==> src/rtl/lim_rt_pkg.sv <==
// rtl/lim_rt_pkg.sv - shared codes, enums and funct decode for the racetrack LiM bank controller
// Contents: FUNCT_* request codes, lim_op_e, state_e, funct_dec_t, decode_funct()
package lim_rt_pkg;

    localparam logic [7:0] FUNCT_NULL = 8'h00;
    localparam logic [7:0] FUNCT_AND  = 8'h01;
    localparam logic [7:0] FUNCT_OR   = 8'h02;
    localparam logic [7:0] FUNCT_XOR  = 8'h03;
    localparam logic [7:0] FUNCT_NAND = 8'h04;
    localparam logic [7:0] FUNCT_NOR  = 8'h05;

    typedef enum logic [1:0] {
        LIM_OP_NAND = 2'd0,
        LIM_OP_NOR  = 2'd1,
        LIM_OP_XOR  = 2'd2
    } lim_op_e;

    typedef enum logic [3:0] {
        ST_IDLE,
        ST_PORT_SET,
        ST_READ,
        ST_WRITE,
        ST_MASK,
        ST_LIM_WAIT,
        ST_READ_LIM,
        ST_WRITE_LIM,
        ST_PORT_RESET
    } state_e;

    typedef struct packed {
        logic    lim;   // request goes through the MASK/LIM_WAIT path
        logic    inv;   // AND/OR are built from NAND/NOR plus output inversion
        lim_op_e op;
        logic    bad;   // unsupported code: executed as plain access, flagged on completion
    } funct_dec_t;

    function automatic funct_dec_t decode_funct(input logic [7:0] funct);
        funct_dec_t d;
        d.lim = 1'b1;
        d.inv = 1'b0;
        d.op  = LIM_OP_NAND;
        d.bad = 1'b0;
        case (funct)
            FUNCT_AND:  d.inv = 1'b1;
            FUNCT_NAND: d.op  = LIM_OP_NAND;
            FUNCT_OR:   begin d.op = LIM_OP_NOR; d.inv = 1'b1; end
            FUNCT_NOR:  d.op  = LIM_OP_NOR;
            FUNCT_XOR:  d.op  = LIM_OP_XOR;
            FUNCT_NULL: d.lim = 1'b0;
            default:    begin d.lim = 1'b0; d.bad = 1'b1; end
        endcase
        return d;
    endfunction

endpackage

==> src/rtl/lim_rt_down_cnt.sv <==
// rtl/lim_rt_down_cnt.sv - loadable down counter with zero and last-step flags
// Ports: clk_i, rstn_i (async active-low), load_i/load_val_i (load wins over dec),
//        dec_i (saturates at 0), zero_o (count is 0), last_o (count is 1)
module lim_rt_down_cnt #(
    parameter int W = 6
) (
    input  logic         clk_i,
    input  logic         rstn_i,
    input  logic         load_i,
    input  logic [W-1:0] load_val_i,
    input  logic         dec_i,
    output logic         zero_o,
    output logic         last_o
);

    logic [W-1:0] cnt_q;

    always_ff @(posedge clk_i or negedge rstn_i) begin
        if (!rstn_i) begin
            cnt_q <= '0;
        end else if (load_i) begin
            cnt_q <= load_val_i;
        end else if (dec_i && (cnt_q != '0)) begin
            cnt_q <= cnt_q - W'(1);
        end
    end

    assign zero_o = (cnt_q == '0);
    // The decrement happening this cycle brings the count to zero.
    assign last_o = (cnt_q == W'(1));

endmodule

==> src/rtl/lim_rt_bank_ctrl.sv <==
// rtl/lim_rt_bank_ctrl.sv - request sequencer for a multi-bank racetrack logic-in-memory array
// Ports: clk_i/rstn_i; request side req_i/gnt_o/we_i/be_i/bank_i/shift_amt_i/funct_i,
//        completion rvalid_o/err_o, busy_o; bank datapath controls shift_en_o/shift_dir_o,
//        r_en_o/w_en_d_o/w_en_m_o/w_en_p_o, lim_op_o/lim_inv_o, bz_o, out_sel_o, en_ff_read_o
module lim_rt_bank_ctrl
    import lim_rt_pkg::*;
#(
    parameter  int N_BANKS         = 4,
    parameter  int SHIFT_W         = 6,
    parameter  int LIM_WAIT_CYCLES = 3,
    parameter  int WAIT_W          = 4,
    localparam int BW              = $clog2(N_BANKS)
) (
    input  logic               clk_i,
    input  logic               rstn_i,
    input  logic               req_i,
    output logic               gnt_o,
    input  logic               we_i,
    input  logic [3:0]         be_i,
    input  logic [BW-1:0]      bank_i,
    input  logic [SHIFT_W-1:0] shift_amt_i,
    input  logic [7:0]         funct_i,
    output logic               rvalid_o,
    output logic               err_o,
    output logic               busy_o,
    output logic [N_BANKS-1:0] shift_en_o,
    output logic               shift_dir_o,
    output logic [N_BANKS-1:0] r_en_o,
    output logic [N_BANKS-1:0] w_en_d_o,
    output logic               w_en_m_o,
    output logic               w_en_p_o,
    output logic [1:0]         lim_op_o,
    output logic               lim_inv_o,
    output logic               bz_o,
    output logic               out_sel_o,
    output logic               en_ff_read_o
);

    state_e               state_q, state_d;
    logic                 we_q, we_d;
    logic [3:0]           be_q, be_d;
    logic [BW-1:0]        bank_q, bank_d;
    logic [SHIFT_W-1:0]   amt_q, amt_d;
    funct_dec_t           fd_q, fd_d;
    logic                 bank_ok_q;
    logic [N_BANKS-1:0]   bank_oh_d;
    logic                 bank_ok_d;
    logic                 accept;
    logic                 access_done;

    logic                 sh_load, sh_dec, sh_zero, sh_last;
    logic [SHIFT_W-1:0]   sh_load_val;
    logic                 wt_load, wt_dec, wt_zero, wt_last;

    logic                 rvalid_q, err_q;
    logic [N_BANKS-1:0]   shift_en_q, shift_en_d;
    logic                 shift_dir_q, shift_dir_d;
    logic [N_BANKS-1:0]   r_en_q, r_en_d;
    logic [N_BANKS-1:0]   wen_data_q, wen_data_d;
    logic                 wen_mask_q, wen_mask_d;
    logic                 wen_prog_q, wen_prog_d;
    lim_op_e              lim_op_q, lim_op_d;
    logic                 lim_inv_q, lim_inv_d;
    logic                 bz_q, bz_d;
    logic                 out_sel_q, out_sel_d;
    logic                 en_ff_q, en_ff_d;

    function automatic state_e access_state(input funct_dec_t fd, input logic we);
        if (fd.lim) begin
            return ST_MASK;
        end
        return we ? ST_WRITE : ST_READ;
    endfunction

    assign accept      = req_i && (state_q == ST_IDLE);
    assign access_done = (state_q == ST_READ) || (state_q == ST_WRITE) ||
                         (state_q == ST_READ_LIM) || (state_q == ST_WRITE_LIM);

    // Request fields as they will be held next cycle; output decode looks one state ahead.
    assign we_d   = accept ? we_i : we_q;
    assign be_d   = accept ? be_i : be_q;
    assign bank_d = accept ? bank_i : bank_q;
    assign amt_d  = accept ? shift_amt_i : amt_q;
    assign fd_d   = accept ? decode_funct(funct_i) : fd_q;

    // An out-of-range bank shifts the one-hot bit out entirely, so no bank enable can assert.
    assign bank_oh_d = N_BANKS'(1) << bank_d;
    assign bank_ok_d = |bank_oh_d;

    // Shift counter: loaded at accept for the outbound walk, reloaded at the access
    // state so the return walk retraces the same distance.
    assign sh_load     = accept || access_done;
    assign sh_load_val = accept ? shift_amt_i : amt_q;
    assign sh_dec      = (state_q == ST_PORT_SET) || (state_q == ST_PORT_RESET);
    assign wt_load     = (state_q == ST_MASK);
    assign wt_dec      = (state_q == ST_LIM_WAIT);

    lim_rt_down_cnt #(.W(SHIFT_W)) u_shift_cnt (
        .clk_i      (clk_i),
        .rstn_i     (rstn_i),
        .load_i     (sh_load),
        .load_val_i (sh_load_val),
        .dec_i      (sh_dec),
        .zero_o     (sh_zero),
        .last_o     (sh_last)
    );

    lim_rt_down_cnt #(.W(WAIT_W)) u_wait_cnt (
        .clk_i      (clk_i),
        .rstn_i     (rstn_i),
        .load_i     (wt_load),
        .load_val_i (WAIT_W'(LIM_WAIT_CYCLES)),
        .dec_i      (wt_dec),
        .zero_o     (wt_zero),
        .last_o     (wt_last)
    );

    always_comb begin
        state_d = state_q;
        case (state_q)
            ST_IDLE: begin
                if (req_i) begin
                    state_d = (shift_amt_i != '0) ? ST_PORT_SET : access_state(fd_d, we_i);
                end
            end
            ST_PORT_SET: begin
                if (sh_last || sh_zero) begin
                    state_d = access_state(fd_q, we_q);
                end
            end
            ST_READ, ST_WRITE, ST_READ_LIM, ST_WRITE_LIM: begin
                state_d = (amt_q != '0) ? ST_PORT_RESET : ST_IDLE;
            end
            ST_MASK: state_d = ST_LIM_WAIT;
            ST_LIM_WAIT: begin
                if (wt_last || wt_zero) begin
                    state_d = we_q ? ST_WRITE_LIM : ST_READ_LIM;
                end
            end
            ST_PORT_RESET: begin
                if (sh_last || sh_zero) begin
                    state_d = ST_IDLE;
                end
            end
            default: state_d = ST_IDLE;
        endcase
    end

    // Datapath controls for the state being entered, so the flops present them in that state.
    always_comb begin
        shift_en_d  = '0;
        shift_dir_d = 1'b0;
        r_en_d      = '0;
        wen_data_d  = '0;
        wen_mask_d  = 1'b0;
        wen_prog_d  = 1'b0;
        lim_op_d    = LIM_OP_NAND;
        lim_inv_d   = 1'b0;
        bz_d        = 1'b0;
        out_sel_d   = 1'b0;
        en_ff_d     = 1'b0;
        case (state_d)
            ST_PORT_SET: begin
                shift_en_d  = bank_oh_d;
                shift_dir_d = 1'b1;
            end
            ST_PORT_RESET: shift_en_d = bank_oh_d;
            ST_READ: begin
                r_en_d  = bank_oh_d;
                en_ff_d = 1'b1;
            end
            ST_WRITE: begin
                if (be_d != 4'h0) begin
                    wen_data_d = bank_oh_d;
                end
                // Partial byte write: read the word in the same cycle to merge untouched bytes.
                if ((be_d != 4'h0) && (be_d != 4'hF)) begin
                    r_en_d = bank_oh_d;
                end
            end
            ST_MASK: begin
                wen_mask_d = bank_ok_d;
                wen_prog_d = bank_ok_d;
                lim_op_d   = fd_d.op;
                lim_inv_d  = fd_d.inv;
            end
            ST_LIM_WAIT: begin
                bz_d      = 1'b1;
                lim_op_d  = fd_d.op;
                lim_inv_d = fd_d.inv;
            end
            ST_READ_LIM: begin
                r_en_d    = bank_oh_d;
                out_sel_d = 1'b1;
                en_ff_d   = 1'b1;
                lim_op_d  = fd_d.op;
                lim_inv_d = fd_d.inv;
            end
            ST_WRITE_LIM: begin
                r_en_d     = bank_oh_d;
                wen_data_d = bank_oh_d;
                out_sel_d  = 1'b1;
                lim_op_d   = fd_d.op;
                lim_inv_d  = fd_d.inv;
            end
            default: begin
            end
        endcase
    end

    always_ff @(posedge clk_i or negedge rstn_i) begin
        if (!rstn_i) begin
            state_q     <= ST_IDLE;
            we_q        <= 1'b0;
            be_q        <= '0;
            bank_q      <= '0;
            amt_q       <= '0;
            fd_q        <= '0;
            bank_ok_q   <= 1'b0;
            rvalid_q    <= 1'b0;
            err_q       <= 1'b0;
            shift_en_q  <= '0;
            shift_dir_q <= 1'b0;
            r_en_q      <= '0;
            wen_data_q  <= '0;
            wen_mask_q  <= 1'b0;
            wen_prog_q  <= 1'b0;
            lim_op_q    <= LIM_OP_NAND;
            lim_inv_q   <= 1'b0;
            bz_q        <= 1'b0;
            out_sel_q   <= 1'b0;
            en_ff_q     <= 1'b0;
        end else begin
            state_q     <= state_d;
            we_q        <= we_d;
            be_q        <= be_d;
            bank_q      <= bank_d;
            amt_q       <= amt_d;
            fd_q        <= fd_d;
            bank_ok_q   <= bank_ok_d;
            rvalid_q    <= access_done;
            err_q       <= access_done && (fd_q.bad || !bank_ok_q);
            shift_en_q  <= shift_en_d;
            shift_dir_q <= shift_dir_d;
            r_en_q      <= r_en_d;
            wen_data_q  <= wen_data_d;
            wen_mask_q  <= wen_mask_d;
            wen_prog_q  <= wen_prog_d;
            lim_op_q    <= lim_op_d;
            lim_inv_q   <= lim_inv_d;
            bz_q        <= bz_d;
            out_sel_q   <= out_sel_d;
            en_ff_q     <= en_ff_d;
        end
    end

    assign gnt_o        = accept;
    assign busy_o       = (state_q != ST_IDLE);
    assign rvalid_o     = rvalid_q;
    assign err_o        = err_q;
    assign shift_en_o   = shift_en_q;
    assign shift_dir_o  = shift_dir_q;
    assign r_en_o       = r_en_q;
    assign w_en_d_o     = wen_data_q;
    assign w_en_m_o     = wen_mask_q;
    assign w_en_p_o     = wen_prog_q;
    assign lim_op_o     = lim_op_q;
    assign lim_inv_o    = lim_inv_q;
    assign bz_o         = bz_q;
    assign out_sel_o    = out_sel_q;
    assign en_ff_read_o = en_ff_q;

endmodule

==> config.mk <==
export PLATFORM = sky130hd
export DESIGN_NAME = lim_rt_bank_ctrl
export DESIGN_NICKNAME = d
export VERILOG_FILES = /design/src/rtl/lim_rt_pkg.sv /design/src/rtl/lim_rt_down_cnt.sv /design/src/rtl/lim_rt_bank_ctrl.sv
export SDC_FILE = /design/constraint.sdc
export NUM_CORES = 1
export LEC_CHECK = 0
export BUFFER_PORTS_ARGS = -buffer_cell sky130_fd_sc_hd__clkbuf_2
export CAP_MARGIN = 20
export CORE_MARGIN = 3
export CORE_UTILIZATION = 59
export CTS_CLUSTER_DIAMETER = 30
export DETAILED_ROUTE_END_ITERATION = 8
export HOLD_SLACK_MARGIN = 0.08
export PLACE_DENSITY = 0.84
export SLEW_MARGIN = 20
export SYNTH_ARGS = -nofsm -noshare
export SYNTH_HDL_FRONTEND = slang
export SYNTH_SLANG_ARGS = --single-unit
==> constraint.sdc <==
create_clock -name clk_i -period 3.3 [get_ports clk_i]
set_input_delay 0.495 -clock clk_i [delete_from_list [all_inputs] [get_ports clk_i]]
set_output_delay 0.495 -clock clk_i [all_outputs]
set_load 0.05 [all_outputs]
=== Word-level counts from Yosys, hierarchy flattened ===
Index checks and enable logic that the tools add are counted.
Widths: inputs -> output; s select.

* Flip-flop bits (word level): 55
* Output and inout port bits: 25
* Input port bits: 24
* Logic and storage cells: 132

* Add/subtract/negate cells: 2
* Shifts and indexed selects: 1
* Reductions and logical operators: 37
* Equality and inequality tests: 24
* Multiplexer cells: 44

{| class="wikitable"
|+ Operators by type and width
! cell !! number
|-
| $mux 4 || 16
|-
| $eq 4x3->1 const B || 8
|-
| $pmux 4 s6 || 1
|-
| $mux 1 || 18
|-
| $mux 6 || 3
|-
| $reduce_bool 6->1 || 3
|-
| $eq 4x2->1 const B || 4
|-
| $eq 8x2->1 const B || 2
|-
| $eq 8x3->1 const B || 2
|-
| $pmux 4 s2 || 2
|-
| $eq 4x1->1 const B || 3
|-
| $reduce_bool 4->1 || 3
|-
| $reduce_or 4->1 || 3
|-
| $reduce_or 2->1 || 5
|-
| $eq 4x4->1 const B || 2
|-
| $eq 8x1->1 const B || 1
|-
| $logic_not 4->1 || 2
|-
| $logic_not 8->1 || 1
|-
| $logic_or 1x1->1 || 8
|-
| $eq 6x1->1 const B || 1
|-
| $logic_not 6->1 || 1
|-
| $reduce_or 6->1 || 1
|-
| $sub 6x1->6 const B || 1
|-
| $logic_and 1x1->1 || 5
|-
| 10 further kinds || 12
|}

=== Depth between registers and ports, before layout ===
* Depth in word-level cells: 14
* Gate-level depth with buffers: 8
* Gate-level depth less buffers: 7

=== Cells and area by module ===
Synthesis repeated with hierarchy kept, for this count alone.

* Cells, all modules: 278
* Area total of the unflattened synthesis: 2660.1 um^2

{| class="wikitable"
|+ Modules (own cells, without submodules)
! module !! instances !! sequential area each (um^2) !! cells each !! area each (um^2)
|-
| lim_rt_bank_ctrl || 1 || 1126.1 || 199 || 1959.4
|-
| lim_rt_down_cnt (u_shift_cnt) || 1 || 150.1 || 49 || 434.2
|-
| lim_rt_down_cnt (u_wait_cnt) || 1 || 100.1 || 30 || 266.5
|}

=== Least setup slack after synthesis ===
No wires, ideal clock.

* Kind: input port to flip-flop
* Start point: input port funct_i[3]
* End point: register r_en_q[3] (netlist: r_en_o[3])
* Data required time: 3153 ps
* Cell stages on the path: 5
* Setup time: 147 ps
* Path slack: 956 ps
* Buffers on the path: 0
* Arrival: 2197 ps
* Path through: or4_4 or4_4 o32a_4 a31oi_4 a2111oi_2

* Longest elaborated chain between the ends: 14

{| class="wikitable"
|+ RTL lines
! element !! line !! text
|-
| start, declared || lim_rt_bank_ctrl.sv:22 || <nowiki>input logic [7:0] funct_i,</nowiki>
|-
| $eq 8x2->1, or another cell as far along || lim_rt_pkg.sv:43 || <nowiki>case (funct)</nowiki>
|-
| $reduce_or 5->1 (no source line) (*) || - ||
|-
| $mux 1 (*) || lim_rt_pkg.sv:43 ||
|-
| $mux 5 (*) || lim_rt_bank_ctrl.sv:84 || <nowiki>assign fd_d = accept ? decode_funct(funct_i) : fd_q;</nowiki>
|-
| $mux 1 (*) || lim_rt_bank_ctrl.sv:69 || <nowiki>if (fd.lim) begin</nowiki>
|-
| $mux 1 (*) || lim_rt_bank_ctrl.sv:122 || <nowiki>if (req_i) begin</nowiki>
|-
| $mux 1 (*) || lim_rt_bank_ctrl.sv:120 || <nowiki>case (state_q)</nowiki>
|-
| $mux 4 (*) || lim_rt_bank_ctrl.sv:72 || <nowiki>return we ? ST_WRITE : ST_READ;</nowiki>
|-
| $mux 4 (*) || lim_rt_bank_ctrl.sv:123 || <nowiki>state_d = (shift_amt_i != '0) ? ST_PORT_SET : access_state(fd_d, we_i);</nowiki>
|-
| $mux 4 (*) || lim_rt_bank_ctrl.sv:122 ||
|-
| $pmux 4 s6 (*) || lim_rt_bank_ctrl.sv:120 ||
|-
| $eq 4x3->1 or $eq 4x2->1 (tied branches) || lim_rt_bank_ctrl.sv:162 || <nowiki>case (state_d)</nowiki>
|-
| $reduce_or 3->1 (no source line) || - ||
|-
| $pmux 4 s2 (*) || lim_rt_bank_ctrl.sv:162 ||
|-
| named net r_en_d[3] || lim_rt_bank_ctrl.sv:58 || <nowiki>logic [N_BANKS-1:0] r_en_q, r_en_d;</nowiki>
|-
| end signal, assigned || lim_rt_bank_ctrl.sv:245 || <nowiki>r_en_q <= r_en_d;</nowiki>
|-
| end, declared || lim_rt_bank_ctrl.sv:58 ||
|}

Mark *: on every way through the listed nets, which the timed path passes. The rest lies on a longest branch. The select of a mux whose other input is x is not followed.
A chain may end at the register's enable or synchronous reset.

=== Worst setup path after layout ===
* Start point: register state_q[2]
* End point: output port gnt_o

* Longest elaborated chain between the ends: 2

{| class="wikitable"
|+ RTL lines
! element !! line !! text
|-
| start, declared || lim_rt_bank_ctrl.sv:39 || <nowiki>state_e state_q, state_d;</nowiki>
|-
| start signal, assigned || lim_rt_bank_ctrl.sv:234 || <nowiki>state_q <= state_d;</nowiki>
|-
| $logic_not 4->1 || lim_rt_bank_ctrl.sv:75 || <nowiki>assign accept = req_i && (state_q == ST_IDLE);</nowiki>
|-
| $logic_and 1x1->1 || lim_rt_bank_ctrl.sv:75 ||
|-
| end, declared || lim_rt_bank_ctrl.sv:17 || <nowiki>output logic gnt_o,</nowiki>
|}

Every way passes these cells.

==> summary by stage <==
Worst hold path
The path class of the lowest-slack min-delay path is input pin to asynchronous set/reset pin.

Final layout
Relative to the synthesized area, the layout overhead comes to 15.1%. The final standard cell count with taps included and fillers excluded is 349. The most common cell after layout, fill and taps aside is sky130_fd_sc_hd__dfrtp_1. In the final layout, the registers with the most flip-flops are amt_q (6), u_shift_cnt.cnt_q (6), fd_q (5).

0 antenna diodes ended up in the layout. The total area of multi-input combinational cells is 0.00109 mm². Once layout is done, the placed cells without fillers occupy 0.00294 mm². In the final layout, the share of cells above drive strength 1 is 25.1%. For this run, the share of the core covered by cells in the final layout is 71.9%. The top cell types in the final layout, fill and taps aside, are 55 x sky130_fd_sc_hd__dfrtp_1, 48 x sky130_fd_sc_hd__clkbuf_2, 42 x sky130_fd_sc_hd__nand2_1. The final layout contains 327 nets.

The register area is 0.00138 mm². The number of filler instances in the final layout is 301.

Synth
The number of distinct library cells after synthesis is 58. Synthesis inferred 55 register bits. The fraction of the yosys area taken by sequential cells is 53.9%. Synthesis produced a netlist with a net count of 276. For this run, the number of Yosys warnings is 0. After synthesis, the share of flip-flops with an asynchronous set or reset is 100%. The average cell area after synthesis is 10.3 µm². Summing the areas of all compound-gate instances in the mapped netlist gives 14.2% of the synthesized area. The post-synthesis xor/xnor area fraction is 0.686%.

Of the post-synthesis cell area, the part taken by muxes is 2.06%. The arithmetic-cell share of the synthesized area counting full adders, half adders and majority gates is 2.45%. Yosys attributes the largest share of cell area to sky130_fd_sc_hd__dfrtp_1 54%, sky130_fd_sc_hd__nand2_1 6.2%, sky130_fd_sc_hd__nor2_1 2.8%. The simple logic cell fraction of the synthesized area is 23.0%. The most used flip-flop cell after synthesis is sky130_fd_sc_hd__dfrtp_1. The number of enable flip-flop cells after synthesis is 0. The post-synthesis instance area is 0.00255 mm². The dominant combinational cell family by area after synthesis is simple AND/OR/NAND/NOR gates. The synthesized design devotes to its leading area cell type 53.9% of total area.

The largest total area in the synthesized netlist belongs to sky130_fd_sc_hd__dfrtp_1. The post-synthesis cell count is 247.

Worst setup path
The critical-path cell with the highest stage delay is sky130_fd_sc_hd__dfrtp_1. The family of cells with the greatest summed delay on the critical path is buffers and inverters. The worst setup path is launched from a register. The critical path class is register to output pin.

The most critical setup path has its endpoint at gnt_o. The end of the worst register-to-register path is u_shift_cnt.cnt_q[4]. Measured in cells, the most critical reg-to-reg path has a length of 6.

The flop-to-flop setup slack is 0.94 ns. The delay contributed by the slowest stage of the critical path is 0.48 ns. Counting buffers and inverters, the worst setup path is 4 cells deep. The count of buffering cells on the critical path with inverters included is 2. Data on the critical path is required at its endpoint by 2.80 ns.

The kind of end point of the critical path is an output pin. The worst reg2reg path startpoint is u_shift_cnt.cnt_q[0]. The most critical setup path has its startpoint at state_q[2]. Of all nets on the critical path, the largest fanout is 17. Walking the worst path, the cells encountered are nor3_2 -> nand2_2 -> inv_2 -> clkbuf_2. STA puts the critical path data arrival time at 1.88 ns.

Drt
The final route contains 1997 vias. Summed over all layers, the routed wires come to 5.19 mm. The DRC marker count from the first detailed-route iteration is 168. Using the TritonRoute via totals, the vias-per-cell ratio works out to 5.72. The post-detailed-route DRC marker count is 0. The detailed-route wire length per cell is 14.9 µm. The first-pass iteration count of the detailed router is 4. The detail route stage leaves a number of antenna-violating nets equal to 0.

STA
The final-report setup violation count is 0. The final clock period utilization by the worst path is 72.0%. Setup repair after global routing left no endpoint under its margin. At the pin with the least slew margin, the transition time is 0.821 ns. The worst clock skew on the final layout is 0.00812 ns. The number of failing hold endpoints at the final stage is 0. In the post-route analysis, the smallest setup slack over all paths is 0.925 ns. The number of pins with negative max-slew slack in the final report was 0.

The setup TNS is 0 ns. For this run, the top clock speed supported by timing is 421 MHz. The minimum clock period is 2.38 ns.

Measured against its own limit, the worst slew margin works out to 43.8%.

Floorplan
The placeable core area is 0.00409 mm². The standard-cell row count is 23. The initial utilization of the core area, before any placement, comes to 62.5%. 49 I/O pins were placed. The die outline area is 0.00515 mm². The width of the chip is 71.8 µm. The chip height is 71.8 µm.

Power and ir drop
VDD sags by at most 601 µV. The power density relative to cell area is 981 mW/mm². The static leakage power is 1.50 nW.

GRT
The via count of the first global-routing pass is 1868. Entering global routing, the biggest net connects 32 pins. The combined global-route utilization of all metal layers is 21.6%. The initial antenna violation count is 0.

The first-pass GRT wire length is 8.72 mm. After global routing the overflow that remains totals 0.

Clock network
The TritonCTS clock tree is yes. Gates resized during post-CTS repair numbered 0. Hold repair after CTS inserted 0 buffers. The clock-pin slew of the registers on the worst-case setup and hold paths is 0.10 ns. The number of H-tree branching levels is 2.

In this run the clock root is driven by a sky130_fd_sc_hd__clkbuf_8. Clock latency on the worst-skew pair, taken at its later pin, is 0.30 ns. The maximum number of buffers from clock root to sink is 2. Buffers added to address setup during post-CTS repair amount to 0. The tree built by TritonCTS fans out to 55 sinks. In this run, CTS created clock tree buffers numbering 5.

Placed design
The number of port buffers is 48. The worst setup slack after placement is 0.807 ns. The HPWL after detailed placement is 3.90 mm. Counting tap cells, the placed design contains a total of 341 instances. The global placer's final weighted congestion is 0.847. The post-placement cell area is 0.00284 mm².

Flow run
Across the run, the number of max-cap violations was 0.

Status
The run finished with clean final reports.
worst reg2reg max path, stage by stage (launching register included):
cell,delay [ns]
sky130_fd_sc_hd__dfrtp_1,0.44
sky130_fd_sc_hd__inv_1,0.09
sky130_fd_sc_hd__ha_1,0.25
sky130_fd_sc_hd__a2111oi_0,0.74
sky130_fd_sc_hd__nor3_1,0.22
sky130_fd_sc_hd__o21a_1,0.25
sky130_fd_sc_hd__a211o_1,0.26
report_power, final:
group	internal, W	total, W	switching, W
Clock	0.000152	0.000370	0.000218
Sequential	0.000892	0.00107	0.000180
Combinational	0.000488	0.00144	0.000953
worst min-delay path by stage:
| stage | start | slack (ns) | to |
|---|---|---|---|
| 2_1_floorplan | rstn_i | 0.20 | amt_q[0] |
| 3_3_place_gp | bank_ok_q | 0.42 | err_o |
| 3_5_place_dp | bank_ok_q | 0.44 | err_o |
| 4_1_cts | rstn_i | 0.26 | u_wait_cnt.cnt_q[3] |
| 5_1_grt | rstn_i | 0.30 | u_wait_cnt.cnt_q[3] |
| 6_report | rstn_i | 0.23 | u_wait_cnt.cnt_q[3] |
cells in the mapped netlist, types with 2 or more instances:
cell type,instances
sky130_fd_sc_hd__nand3_1,5
sky130_fd_sc_hd__nor2b_1,3
sky130_fd_sc_hd__nor2_1,19
sky130_fd_sc_hd__a211oi_1,2
sky130_fd_sc_hd__a221o_1,2
sky130_fd_sc_hd__o21a_1,3
sky130_fd_sc_hd__o31ai_1,2
sky130_fd_sc_hd__o41ai_1,2
sky130_fd_sc_hd__or4_4,2
sky130_fd_sc_hd__mux2i_1,3
sky130_fd_sc_hd__a211o_1,3
sky130_fd_sc_hd__clkbuf_1,3
sky130_fd_sc_hd__nor4_1,9
sky130_fd_sc_hd__o21ai_0,3
sky130_fd_sc_hd__or3_1,2
sky130_fd_sc_hd__nor3_1,10
sky130_fd_sc_hd__mux2_2,2
sky130_fd_sc_hd__nand2_1,42
sky130_fd_sc_hd__and2_1,5
sky130_fd_sc_hd__a21oi_1,9
sky130_fd_sc_hd__nand4_1,3
sky130_fd_sc_hd__nor4_4,2
sky130_fd_sc_hd__buf_2,2
sky130_fd_sc_hd__or2_2,2
sky130_fd_sc_hd__a22o_1,2
sky130_fd_sc_hd__dfrtp_1,55
sky130_fd_sc_hd__ha_1,5
sky130_fd_sc_hd__inv_1,14
sky130_fd_sc_hd__nand2b_1,2
cell families (layout without fill, tap and decap cells):
| kind of cell | after synthesis | after routing |
|---|---|---|
| AOI/OAI and AO/OA | 44 | 44 |
| xor gates and xnor gates | 2 | 2 |
| adders and majority gates | 5 | 5 |
| buffers and inverters | 22 | 74 |
| DFF | 55 | 55 |
| muxes | 5 | 5 |
| other | 1 | 1 |
| and+or+nand+nor | 113 | 113 |
cell type report:
class / instances / area share [%]
Multi-Input combinational cell: 170 / 37.0
Inverter: 15 / 1.92
Clock inverter: 3 / 0.852
Timing Repair Buffer: 51 / 8.94
Sequential cell: 55 / 46.8
Clock buffer: 5 / 2.34
Tap cell: 50 / 2.13
metrics by stage:
stage               hold slack (ns)  total power (W)
floorplan                     0.199          0.00219
global placement              0.424          0.00247
detailed placement            0.444          0.00251
CTS                           0.264          0.00289
global route                  0.296          0.00310
finish                        0.234          0.00288
metal layers:
| layer | global-route usage [%] | wire length (µm) | share of wire [%] | vias to the layer above |
|---|---|---|---|---|
| li1 | - | - | - | 980 |
| met1 | 30.0 | 2280 | 44 | 948 |
| met2 | 34.1 | 2560 | 49 | 62 |
| met3 | 4.35 | 289 | 5.6 | 7 |
| met4 | 7.31 | 62 | 1.2 | 0 |
| met5 | 0 | 0 | 0 | - |
No activity file was read; power rests on OpenSTA's default activity.
